[src/rtl/sejf_pkg.sv]
`default_nettype none
// ============================================================================
// sejf_pkg : shared state encoding and default sizes for the safe lock.
// Rev 1.0
// ============================================================================
package sejf_pkg;

    localparam int DIGIT_W_DEF  = 4;
    localparam int CODE_LEN_DEF = 3;

    typedef enum logic [2:0] {
        IDLE    = 3'd0,
        ENTRY   = 3'd1,
        CHECK   = 3'd2,
        OPEN    = 3'd3,
        PROG    = 3'd4,
        LOCKOUT = 3'd5
    } state_t;

endpackage
`default_nettype wire

[src/rtl/sejf_lockout_timer.sv]
`default_nettype none
// ============================================================================
// sejf_lockout_timer : down-counter loaded with CYC-1 on start, done at zero.
// Rev 1.0
// ============================================================================
module sejf_lockout_timer #(
    parameter int CYC = 1000
) (
    input  logic clk,
    input  logic rst,
    input  logic start,
    output logic done
);

    localparam int W = (CYC > 1) ? $clog2(CYC) : 1;

    logic [W-1:0] cnt;
    logic         running;

    always_ff @(posedge clk or posedge rst) begin
        if (rst) begin
            cnt     <= '0;
            running <= 1'b0;
        end else if (start) begin
            cnt     <= W'(CYC - 1);
            running <= 1'b1;
        end else if (running) begin
            if (cnt == '0) begin
                running <= 1'b0;
            end else begin
                cnt <= cnt - W'(1);
            end
        end
    end

    assign done = running && (cnt == '0);

endmodule
`default_nettype wire

[src/rtl/sejf_lock_controller.sv]
`default_nettype none
// ============================================================================
// sejf_lock_controller : digit sequencing, code check, reprogramming, lockout.
// Rev 1.0
// ============================================================================
module sejf_lock_controller
    import sejf_pkg::*;
#(
    parameter int                                DIGIT_W      = DIGIT_W_DEF,
    parameter int                                CODE_LEN     = CODE_LEN_DEF,
    parameter logic [DIGIT_W*CODE_LEN-1:0]       DEFAULT_CODE = 12'h273,
    parameter int                                MAX_FAIL     = 3,
    parameter int                                LOCKOUT_CYC  = 1000
) (
    input  logic                        clk,
    input  logic                        rst,
    input  logic [DIGIT_W-1:0]          dial,
    input  logic                        dirch,
    input  logic                        close_btn,
    input  logic                        prog_btn,
    output logic                        open,
    output logic                        locked_out,
    output logic                        err,
    output logic                        prog_done,
    output logic                        cnt_clr,
    output logic [$clog2(CODE_LEN)-1:0] digit_idx
);

    localparam int                CODE_W   = DIGIT_W * CODE_LEN;
    localparam int                IDX_W    = $clog2(CODE_LEN);
    localparam int                FAIL_W   = $clog2(MAX_FAIL + 1);
    localparam logic [IDX_W-1:0]  LAST_IDX = IDX_W'(CODE_LEN - 1);

    state_t              state, state_n;
    logic [IDX_W-1:0]    idx, idx_n;
    logic                mism, mism_n;
    logic [FAIL_W-1:0]   fail_cnt, fail_cnt_n;
    logic [CODE_W-1:0]   code, code_n, shadow, shadow_n;
    logic                close_prev, prog_prev;
    logic                close_edge, prog_edge;
    logic                err_n, prog_done_n, cnt_clr_n;
    logic                timer_start, timer_done;
    logic [DIGIT_W-1:0]  cur_digit;

    assign close_edge = close_btn & ~close_prev;
    assign prog_edge  = prog_btn & ~prog_prev;
    assign cur_digit  = code[idx*DIGIT_W +: DIGIT_W];
    assign digit_idx  = idx;

    sejf_lockout_timer #(
        .CYC (LOCKOUT_CYC)
    ) u_timer (
        .clk   (clk),
        .rst   (rst),
        .start (timer_start),
        .done  (timer_done)
    );

    always_comb begin
        state_n     = state;
        idx_n       = idx;
        mism_n      = mism;
        fail_cnt_n  = fail_cnt;
        code_n      = code;
        shadow_n    = shadow;
        err_n       = 1'b0;
        prog_done_n = 1'b0;
        cnt_clr_n   = 1'b0;
        timer_start = 1'b0;
        case (state)
            IDLE, ENTRY: begin
                // A close edge in the same cycle as dirch discards that digit.
                if (close_edge) begin
                    state_n   = IDLE;
                    idx_n     = '0;
                    mism_n    = 1'b0;
                    cnt_clr_n = 1'b1;
                end else if (dirch) begin
                    mism_n = mism | (dial != cur_digit);
                    if (idx == LAST_IDX) begin
                        state_n = CHECK;
                    end else begin
                        idx_n   = idx + IDX_W'(1);
                        state_n = ENTRY;
                    end
                end
            end
            CHECK: begin
                idx_n  = '0;
                mism_n = 1'b0;
                if (!mism) begin
                    state_n    = OPEN;
                    fail_cnt_n = '0;
                end else begin
                    err_n      = 1'b1;
                    fail_cnt_n = fail_cnt + FAIL_W'(1);
                    if (fail_cnt_n == FAIL_W'(MAX_FAIL)) begin
                        state_n     = LOCKOUT;
                        timer_start = 1'b1;
                    end else begin
                        state_n   = IDLE;
                        cnt_clr_n = 1'b1;
                    end
                end
            end
            OPEN: begin
                if (close_edge) begin
                    state_n   = IDLE;
                    cnt_clr_n = 1'b1;
                end else if (prog_edge) begin
                    state_n   = PROG;
                    idx_n     = '0;
                    cnt_clr_n = 1'b1;
                end
            end
            PROG: begin
                if (close_edge) begin
                    state_n   = IDLE;
                    idx_n     = '0;
                    cnt_clr_n = 1'b1;
                end else if (dirch) begin
                    shadow_n[idx*DIGIT_W +: DIGIT_W] = dial;
                    if (idx == LAST_IDX) begin
                        code_n      = shadow_n;
                        prog_done_n = 1'b1;
                        state_n     = OPEN;
                        idx_n       = '0;
                    end else begin
                        idx_n = idx + IDX_W'(1);
                    end
                end
            end
            LOCKOUT: begin
                if (timer_done) begin
                    state_n    = IDLE;
                    fail_cnt_n = '0;
                    cnt_clr_n  = 1'b1;
                end
            end
            default: begin
                state_n = IDLE;
                idx_n   = '0;
                mism_n  = 1'b0;
            end
        endcase
    end

    always_ff @(posedge clk or posedge rst) begin
        if (rst) begin
            state      <= IDLE;
            idx        <= '0;
            mism       <= 1'b0;
            fail_cnt   <= '0;
            code       <= DEFAULT_CODE;
            shadow     <= '0;
            close_prev <= 1'b0;
            prog_prev  <= 1'b0;
            open       <= 1'b0;
            locked_out <= 1'b0;
            err        <= 1'b0;
            prog_done  <= 1'b0;
            cnt_clr    <= 1'b0;
        end else begin
            state      <= state_n;
            idx        <= idx_n;
            mism       <= mism_n;
            fail_cnt   <= fail_cnt_n;
            code       <= code_n;
            shadow     <= shadow_n;
            close_prev <= close_btn;
            prog_prev  <= prog_btn;
            open       <= (state_n == OPEN) || (state_n == PROG);
            locked_out <= (state_n == LOCKOUT);
            err        <= err_n;
            prog_done  <= prog_done_n;
            cnt_clr    <= cnt_clr_n;
        end
    end

endmodule
`default_nettype wire
[config.mk]
export PLATFORM = sky130hd
export DESIGN_NAME = sejf_lock_controller
export DESIGN_NICKNAME = d
export VERILOG_FILES = /design/src/rtl/sejf_pkg.sv /design/src/rtl/sejf_lockout_timer.sv /design/src/rtl/sejf_lock_controller.sv
export SDC_FILE = /design/constraint.sdc
export NUM_CORES = 1
export LEC_CHECK = 0
export BUFFER_PORTS_ARGS = -buffer_cell sky130_fd_sc_hd__buf_4
export CAP_MARGIN = 20
export CORE_UTILIZATION = 34
export DETAILED_ROUTE_END_ITERATION = 8
export PLACE_DENSITY_LB_ADDON = 0.3
export SLEW_MARGIN = 15
export SYNTH_ARGS = -nofsm -noshare
export SYNTH_HDL_FRONTEND = slang
export SYNTH_HIERARCHICAL = 1
export SYNTH_SLANG_ARGS = --single-unit
export TNS_END_PERCENT = 10
[constraint.sdc]
create_clock -name clk -period 3.3 [get_ports clk]
set_input_delay 0.66 -clock clk [delete_from_list [all_inputs] [get_ports clk]]
set_output_delay 0.66 -clock clk [all_outputs]
set_load 0.03 [all_outputs]
# Word-level counts from Yosys, hierarchy flattened
# Index checks and enable logic that the tools add are counted.
[classes]
bitwise = 8
n_addsub = 4
shift = 3
n_eq_ne = 18
reduce_logical = 15
n_mux = 50
[op_table]
columns = ["op", "count"]
rows = [
  ["negation 4 -> 34 bit", 1],
  ["variable shift 4 x 34 -> 12 bit (first input constant)", 1],
  ["variable part select 4 x 34 -> 12 bit", 1],
  ["two-way mux 10 bit", 3],
  ["two-way mux 3 bit", 10],
  ["two-way mux 2 bit", 11],
  ["two-way mux 1 bit", 20],
  ["case mux 3 bit (5 select lines)", 1],
  ["bitwise mux 12 bit", 1],
  ["== test 3 bit (second input constant)", 4],
  ["variable part select 12 x 5 -> 4 bit", 1],
  ["logical NOT 10 bit", 1],
  ["subtractor 10 x 1 -> 10 bit (second input constant)", 1],
  ["== test 3 x 2 -> 1 bit (second input constant)", 3],
  ["!= test 3 bit (second input constant)", 3],
  ["!= test 2 bit (second input constant)", 4],
  ["case mux 2 bit (4 select lines)", 1],
  ["AND reduction 2 bit", 3],
  ["AND reduction 6 bit", 1],
  ["OR reduction 3 bit", 2],
  ["NOT 1 bit", 5],
  ["adder 2 x 1 -> 2 bit (second input constant)", 2],
  ["== test 2 bit (second input constant)", 2],
  ["!= test 4 bit", 1],
  ["other kinds (13)", 15],
]
[totals]
out_inout_bits = 7
ff_bits = 50
word_cells = 113
in_bits = 9

# Logic depth before layout (Yosys ltp)
# Gate-level depths: netlist of run 1.
[logic_depth]
depth_word = 7
ltp_mapped = 10
mapped_depth_nobuf = 10

# Cells and area by module
# Netlist of run 1, hierarchy kept.
[by_module_without_submodules]
columns = ["module", "area_each_um2", "cells_per_inst", "instances", "seq_area_each_um2"]
rows = [
  ["sejf_lock_controller", 2089.5, 205, 1, 983.4],
  ["sejf_lockout_timer", 666.9, 62, 1, 275.3],
]

# Least setup slack after synthesis of run 1
# No wires, ideal clock.
[synth_path]
kind = "flip-flop to flip-flop"
startpoint = "reg u_timer.cnt[0]"
endpoint = "reg open"
t_required_ns = 3.175
slack_ns = 1.012
n_path_buf = 0
period_less_slack_ns = 2.288
setup_time_ns = 0.125
stages_incl_launch_ff = 10
t_arrival_ns = 2.163
path_cell_list = "dfrtp_1 > inv_1 > ha_1 > or3b_4 > nor3_2 > and2_1 > or3_1 > nand2b_4 > a211o_1 > mux2_2"
[synth_between]
elab_chain_cells = 6
elab_cells_between_ends = 7
cone_classes = "2 x eq/ne; 2 x mux; 3 x reduce/logical"
[synth_lines]
columns = ["item", "line_no", "source"]
rows = [
  ["start: declaration", "sejf_lockout_timer.sv:17", "logic [W-1:0] cnt;"],
  ["start signal: assignment", "sejf_lockout_timer.sv:25", "cnt <= W'(CYC - 1);"],
  ["start signal: assignment", "sejf_lockout_timer.sv:31", "cnt <= cnt - W'(1);"],
  ["logical NOT 10 bit (*)", "sejf_lockout_timer.sv:36", "assign done = running && (cnt == '0);"],
  ["logical AND 1 bit (*)", "sejf_lockout_timer.sv:36", ""],
  ["net timer_done", "sejf_lock_controller.sv:42", "logic timer_start, timer_done;"],
  ["two-way mux 3 bit (*)", "sejf_lock_controller.sv:134", "if (timer_done) begin"],
  ["case mux 3 bit (5 select lines) (*)", "sejf_lock_controller.sv:70", "case (state)"],
  ["net state_n[2]", "sejf_lock_controller.sv:34", "state_t state, state_n;"],
  ["== test 3 x 2 -> 1 bit or == test 3 bit (tied branches)", "sejf_lock_controller.sv:172", "open <= (state_n == OPEN) || (state_n == PROG);"],
  ["logical OR 1 bit (*)", "sejf_lock_controller.sv:172", ""],
  ["end signal: assignment", "sejf_lock_controller.sv:172", ""],
  ["end: declaration", "sejf_lock_controller.sv:21", "output logic open,"],
]
# Mark *: on every way through the listed nets, which the timed path passes. The rest lies on a longest branch.
# A chain may end at the register's enable or synchronous reset.

# Final worst setup path of run 1
# Same ends and word-level chain as after synthesis.

==> metrics.txt, run 1 <==
status finished clean; Worst R2R Setup Slack approximately 0.84 ns; die area approximately 8500 µm²; cts repair resizes 0; r2r endpoint open$_DFF_PP0_; hold_buf cts 0; asr flop ratio synth 100%; flop and latch count out of synthesis 50; Hold Fails Final Rpt 0; reg2reg path depth 9; area leader, netlist dfrtp_1; IR drop worst, VDD about 440 µV; Cell variety after synth 64; HPWL Detailed 3910 µm; critical-path maximum fanout 6; largest net degree at the start of global routing 40; CTS buffer count 5; CTS tree built; drt wl/cell about 15 µm; clk slew on worst S/H paths 0.10 ns; Skew-Pair Late Insertion Delay around 0.3 ns; Die Wd between 90 and 100 µm; Slew @ Worst Pin approximately 0.56 ns; post-route minimum period between 2 and 2.5 ns; core area 7770 µm²; unrepaired setup endpoints after global routing false; Post-CTS Setup Repair Bufs 0; syn nets 284; clock root cell clkbuf_8; worst setup path start u_timer/cnt[0]$_DFFE_PP0P_; Ys Warns 6; clock skew 0.0107 ns; CP startpoint kind register; fmax between 400 and 500 MHz; EDFF count, synth 0; Seq/Total Area, Yosys 45.7%; Die Y 92.0 µm; global-route wire length before repair roughly 9700 µm; DR iter-0 viols 38; Setup-failing EPs final 0; crit end category register; Fill cells slightly below 800; Period Utilization, post-route between 70% and 80%; Mapped Cells 267; GR Util All Layers between 10 and 15%; Post-Syn Area between 2000 and 3000 µm²; predominant post-synthesis flop cell dfrtp_1; nets about 300; final routed DRC violation total 0; max_slew headroom between 60% and 70%; hold slack 0.346 ns; via count 2005; Antenna Violating Nets Remaining 0; RePlAce Congestion roughly 0.77; reg2reg start u_timer/cnt[0]$_DFFE_PP0P_; CP Class register to register; Min-Delay Path Class input port to asynchronous set/reset pin; WP data arrival about 2.7 ns; number of I/O port buffers 15; Max clock buf depth 2; Placement Rows 32; io pins 16; Clock H-tree levels 2; via/cell ratio between 5 and 6; CP endpoint open$_DFF_PP0_; ANT cells 0; Yosys top cell area share 39.9%; drt first pass iters 5; Reg area 1260 µm²; synth-to-layout area growth 11.3%; multi-input logic area between 1000 and 1500 µm²; Routed WL 5650 µm; clock sinks 50; number of global-route vias before repair about 1900; Leakage Power 0.00135 µW; total congestion overflow 0; Setup TNS Final 0 ns; max_cap viols 0; synth cell count leaders 44 x dfrtp_1, 23 x nand2_1, 16 x a21oi_1, 16 x nor2b_1, 15 x o21ai_1; initial core utilization 35.5%; Slew Limit Fails 0; Synth area leaders dfrtp_1 40%, dfstp_2 5.7%, ha_1 3.6%; antenna violations before repair 0; Syn Area/Cell 10.3 µm²; CP required 3.49 ns; PD cells 762 nW/µm²; share of layout cells above drive strength 1 17.9%; top-count cell post-synth dfrtp_1
[final cells by class]
| type | instances | share of cell area, % |
|---|---|---|
| clock inverter | 2 | 1.22 |
| clock buffer | 6 | 2.37 |
| tap | 102 | 4.16 |
| sequential | 50 | 41.0 |
| inverter | 13 | 1.59 |
| multi-input combinational | 192 | 45.5 |
| timing repair buffer | 17 | 4.16 |
[routing by layer]
metal | GRT usage (%) | up-vias | wire length [µm]
li1 | - | 983 | -
met1 | 20.1 | 976 | 2730
met2 | 22.9 | 38 | 2630
met4 | 5.73 | 0 | 114
met5 | 0 | - | 0
met3 | 2.24 | 8 | 176
[worst max-delay path: stages, from the launching register on]
cell and delay, ns:
dfrtp_1 0.40, inv_1 0.09, ha_1 0.20, or3b_4 0.45, nor3_2 0.25, and2_1 0.18
or3_1 0.17, nand2b_4 0.06, a211o_1 0.28, mux2_2 0.26
[logic make-up after synthesis]
logic type | share of synthesized area [%]
AO/OA/AOI/OAI | 17.3
XOR/XNOR | 2.54
adder cells (fa/ha/maj) | 3.63
buffers and inverters | 3.72
flip-flops | 45.7
multiplexers | 4.31
AND/OR/NAND/NOR | 22.8
[flip-flops by register name (all words and copies together) (netlist names), 2 cells and up]
signal / cells
shadow: 12
u_timer/cnt: 10
state: 3
code: 12
fail_cnt: 2
digit_idx: 2
[per-stage QoR]
stage                     total power (µW)  cells  area (µm²)  setup WS [ns]  util [%]
after floorplan                       1690    267        2760           1.01         -
after global placement                1900    374        2960          0.915      38.1
after detailed placement              1910    374        2960          0.872      38.1
after CTS                             2350    382        3070          0.848      39.5
after global routing                  2510    382        3070          0.679      39.5
final                                 2340    382        3070          0.840      39.5
[where the power goes]
part,internal [µW],switching [µW]
sequential,747,207
clock,226,203
combinational,422,532
total,1400,942
[worst min path at each step]
stage,to,cells past startpoint,slack [ns],from
2_1_floorplan,code[0]$_DFFE_PP1P_,2,0.44,code[0]$_DFFE_PP1P_
3_3_place_gp,code[0]$_DFFE_PP1P_,2,0.45,code[0]$_DFFE_PP1P_
3_5_place_dp,code[0]$_DFFE_PP1P_,2,0.46,code[0]$_DFFE_PP1P_
4_1_cts,u_timer/cnt[2]$_DFFE_PP0P_,2,0.36,rst
5_1_grt,u_timer/cnt[2]$_DFFE_PP0P_,2,0.39,rst
6_report,u_timer/cnt[2]$_DFFE_PP0P_,2,0.35,rst
[placed cells by master, fill, tap and decap left out, types with 3 or more instances in the layout]
cell type / netlist / layout
a211o_1: 3 / 3
a21oi_1: 16 / 16
a32o_1: 3 / 3
o21ai_0: 5 / 5
xnor2_1: 4 / 4
nor2_1: 11 / 11
nor3_1: 5 / 5
o21ai_1: 15 / 15
nor2b_1: 16 / 16
xor2_1: 4 / 4
dfrtp_1: 44 / 44
nand2_1: 23 / 23
a31oi_1: 3 / 3
nand2b_1: 8 / 8
ha_1: 8 / 8
buf_4: 1 / 17
a22o_1: 9 / 9
clkbuf_8: 0 / 5
inv_1: 12 / 12
mux2i_1: 7 / 7
dfstp_2: 6 / 6
No activity file was read; power rests on OpenSTA's default activity.
==> inputs of run 2 (changes only) <==
--- a/config.mk
+++ b/config.mk
@@ -5,6 +5,7 @@
 export SDC_FILE = /design/constraint.sdc
 export NUM_CORES = 1
 export LEC_CHECK = 0
+export ABC_AREA = 1
 export BUFFER_PORTS_ARGS = -buffer_cell sky130_fd_sc_hd__buf_4
 export CAP_MARGIN = 20
 export CORE_UTILIZATION = 34
==> constraint.sdc (replaced) <==
create_clock -name clk -period 2.35 [get_ports clk]
set_input_delay 0.47 -clock clk [delete_from_list [all_inputs] [get_ports clk]]
set_output_delay 0.47 -clock clk [all_outputs]
set_load 0.03 [all_outputs]
==> run 2 against run 1 <==
  * Core utilization decreased by 0.59 points
  * Sequential share of layout area decreased by 1.5 points
  * Combinational power increased by 100%
  * Power increased by 64%
  * Register-to-register slack got worse by 0.59 ns
  * Area after synthesis increased by 3.4%
  * Critical path type unchanged
  * Worst setup slack got worse by 0.59 ns
  * Maximum frequency increased by 17%
  * Via count increased by 16%
  * Cell count increased by 26%
  * Flip-flop and latch count unchanged
==> metrics.txt, run 2 <==
Sw Share 44.9% (+4.6 points); Max clock buf depth 2 (unchanged); Layout Cells excl Fill 482 (+26%); final routed DRC violation total 0 (unchanged); WP data arrival 2.30 ns (-0.35 ns); clock sinks 50 (unchanged); Leakage Power 0.00165 µW (+22%); status finished clean; initial core utilization 34.9% (-0.62 points); Syn Area/Cell 8.05 µm² (-22%); die area 8750 µm² (+3.3%); CTS buffer count 5 (unchanged); Die Y 93.6 µm (+1.7%); synth-to-layout area growth 11.6%; flop and latch count out of synthesis 50 (unchanged); hold_buf cts 0 (unchanged); Synth Area in Simple Gates 28.9% (+6.1 points); Core Util, Final 38.9% (-0.59 points); GR Util All Layers 15.0% (+0.44 points); sequential power share 36.3% (-4.5 points); total congestion overflow 0 (unchanged); r2r endpoint open$_DFF_PP0_; clock power share 13.4% (-5.0 points); fmax 477 MHz (+17%); placed cells 474 (+27%); largest family of logic cells by synthesized area simple AND/OR/NAND/NOR gates; Psw 1730 µW (+83%); Synth area leaders dfrtp_1 39%, nand2_1 10%, inv_1 7.1%; mux cell area share after synthesis 0% (-4.3 points); XOR/XNOR share of the synthesized area 0.615% (-1.9 points); Cell variety after synth 38 (-41%); Clock H-tree levels 2 (unchanged); post-route minimum period 2.10 ns (-0.362 ns); Setup-failing EPs final 0 (unchanged); io pins 16 (unchanged); drt wl/cell 12.1 µm (-18%); ANT cells 0 (unchanged); drt first pass iters 4 (-1); predominant post-synthesis flop cell dfrtp_1; CP required 2.55 ns (-0.94 ns); Post-Syn Area 2850 µm² (+3.4%); Worst R2R Setup Slack 0.25 ns (-0.59 ns); Placement Rows 33 (+3.1%); max_slew headroom 67.1% (+4.4 points); area leader, netlist dfrtp_1; critical-path maximum fanout 5 (-1); Slew @ Worst Pin 0.494 ns (-0.0611 ns); DR iter-0 viols 97 (+160%); reg2reg path depth 11 (+2); RePlAce Congestion 0.838 (+8.3%); clock root cell clkbuf_8; Period Utilization, post-route 89.3% (+15 points); HPWL Detailed 4380 µm (+12%); biggest regs code x12, shadow x12, u_timer/cnt x10; Post-CTS Setup Repair Bufs 0 (unchanged); CP Class register to register; via/cell ratio 4.81 (-8.4%); PD cells 1210 nW/µm² (+59%); Comb pwr share 50.2% (+9.4 points); Hold Fails Final Rpt 0 (unchanged); Slew Limit Fails 0 (unchanged); Ys Warns 6 (unchanged); EDFF count, synth 0 (unchanged); Min-Delay Path Class input port to asynchronous set/reset pin; Post-Synth Adder-Cell Area 3.51% (-0.12 points); CP startpoint kind register; Setup TNS Final 0 ns (unchanged); Mapped Cells 354 (+33%); commonest non-fill, non-tap cells in the layout 78 x nand2_1, 54 x inv_1, 44 x dfrtp_1, 36 x nor2_1, 27 x nand3_1; core area 8180 µm² (+5.3%); via count 2318 (+16%); clk slew on worst S/H paths 0.09 ns (about the same); cts repair resizes 0 (unchanged); synth cell count leaders 78 x nand2_1, 54 x inv_1, 44 x dfrtp_1; Seq/Total Area, Yosys 44.2% (-1.5 points); Antenna Violating Nets Remaining 0 (unchanged); syn nets 371 (+31%); Yosys top cell area share 38.6% (-1.3 points); compound-cell area share of the yosys netlist 13.2% (-4.2 points); IR drop worst, VDD 562 µV (+28%); reg2reg start u_timer/cnt[0]$_DFFE_PP0P_; max_cap viols 0 (unchanged); share of layout cells above drive strength 1 18.0% (+0.18 points); largest net degree at the start of global routing 40 (unchanged); global-route wire length before repair 10300 µm (+6.3%); number of I/O port buffers 15 (unchanged); Routed WL 5850 µm (+3.5%); Die Wd 93.6 µm (+1.7%); asr flop ratio synth 100% (unchanged); top-count cell post-synth nand2_1; Pint 2120 µW (+52%); CTS tree built; antenna violations before repair 0 (unchanged); nets 393 (+33%); Skew-Pair Late Insertion Delay 0.30 ns (about the same); commonest non-fill, non-tap cell in the layout nand2_1; number of global-route vias before repair 2271 (+19%); crit end category register; Fill cells 892 (+15%); clock skew 0.00497 ns (-0.00568 ns); unrepaired setup endpoints after global routing false
-- run 2: changes by cell type after synthesis, sizes merged, moves of 9 or more --
cell and change:
nor2 +31, a22o -9, nand2b -9, inv +49, nor2b -17, nand2 +63
nand3 +28
-- run 2: cell families (layout without fill, tap and decap cells) --
family | after synthesis | after routing
simple gates | 169 | 169
xor+xnor | 2 | 2
fa+ha+maj | 8 | 8
compound gates | 59 | 59
flops | 50 | 50
buf+inv | 66 | 89
-- run 2: cell type report --
type | count | area [µm²] | share of cell area [%]
clock buffer | 7 | 86.3 | 2.71
clock inverter | 1 | 5.00 | 0.157
inverter | 62 | 240 | 7.55
multi-input combinational | 238 | 1320 | 41.4
sequential | 50 | 1260 | 39.6
tap | 105 | 131 | 4.13
timing repair buffer | 19 | 143 | 4.48
-- run 2: how the worst max path moves through the flow --
stage | start | to | slack [ns] | cells past startpoint
after floorplan | u_timer/cnt[0]$_DFFE_PP0P_ | open$_DFF_PP0_ | 0.48 | 11
after global placement | u_timer/cnt[0]$_DFFE_PP0P_ | open$_DFF_PP0_ | 0.34 | 11
after detailed placement | u_timer/cnt[0]$_DFFE_PP0P_ | open$_DFF_PP0_ | 0.28 | 11
after CTS | u_timer/cnt[0]$_DFFE_PP0P_ | open$_DFF_PP0_ | 0.26 | 11
after global routing | u_timer/cnt[0]$_DFFE_PP0P_ | open$_DFF_PP0_ | 0.02 | 11
final | u_timer/cnt[0]$_DFFE_PP0P_ | open$_DFF_PP0_ | 0.25 | 11
-- run 2: metal layers --
metal  track usage, %  part of all wire [%]  up-vias
li1                 -                     -     1188
met3             2.76                   3.2        7
met5                0                     0        -
met2             24.1                    47       39
met4             4.36                   1.0        0
met1             20.6                    49     1084
-- run 2: worst max-delay path, cell delays in order (launching register included) --
cell	delay, ns
dfrtp_1	0.41
inv_1	0.16
ha_1	0.23
nand3_2	0.14
nor2_4	0.17
nand2_4	0.08
nor2_1	0.15
nor2_1	0.10
nor4_2	0.33
inv_1	0.09
nor2_1	0.09
nor2_1	0.05
-- run 2: power groups by stage --
stage                     Combinational, µW  Sequential [µW]  Clock (µW)
after global placement                 1920             1400           0
after detailed placement               1940             1410           0
after global routing                   2220             1440         580
after floorplan                        1490             1440           0
after CTS                              1950             1400         545
final                                  1930             1400         517
-- run 2: through the flow --
step	hold WS, ns	power (µW)	instance area (µm²)	worst slack [ns]
floorplan	0.322	2930	2850	0.481
global placement	0.477	3320	3090	0.342
detailed placement	0.484	3350	3090	0.282
CTS	0.177	3890	3180	0.259
global route	0.195	4240	3180	0.0176
finish	0.168	3840	3180	0.252
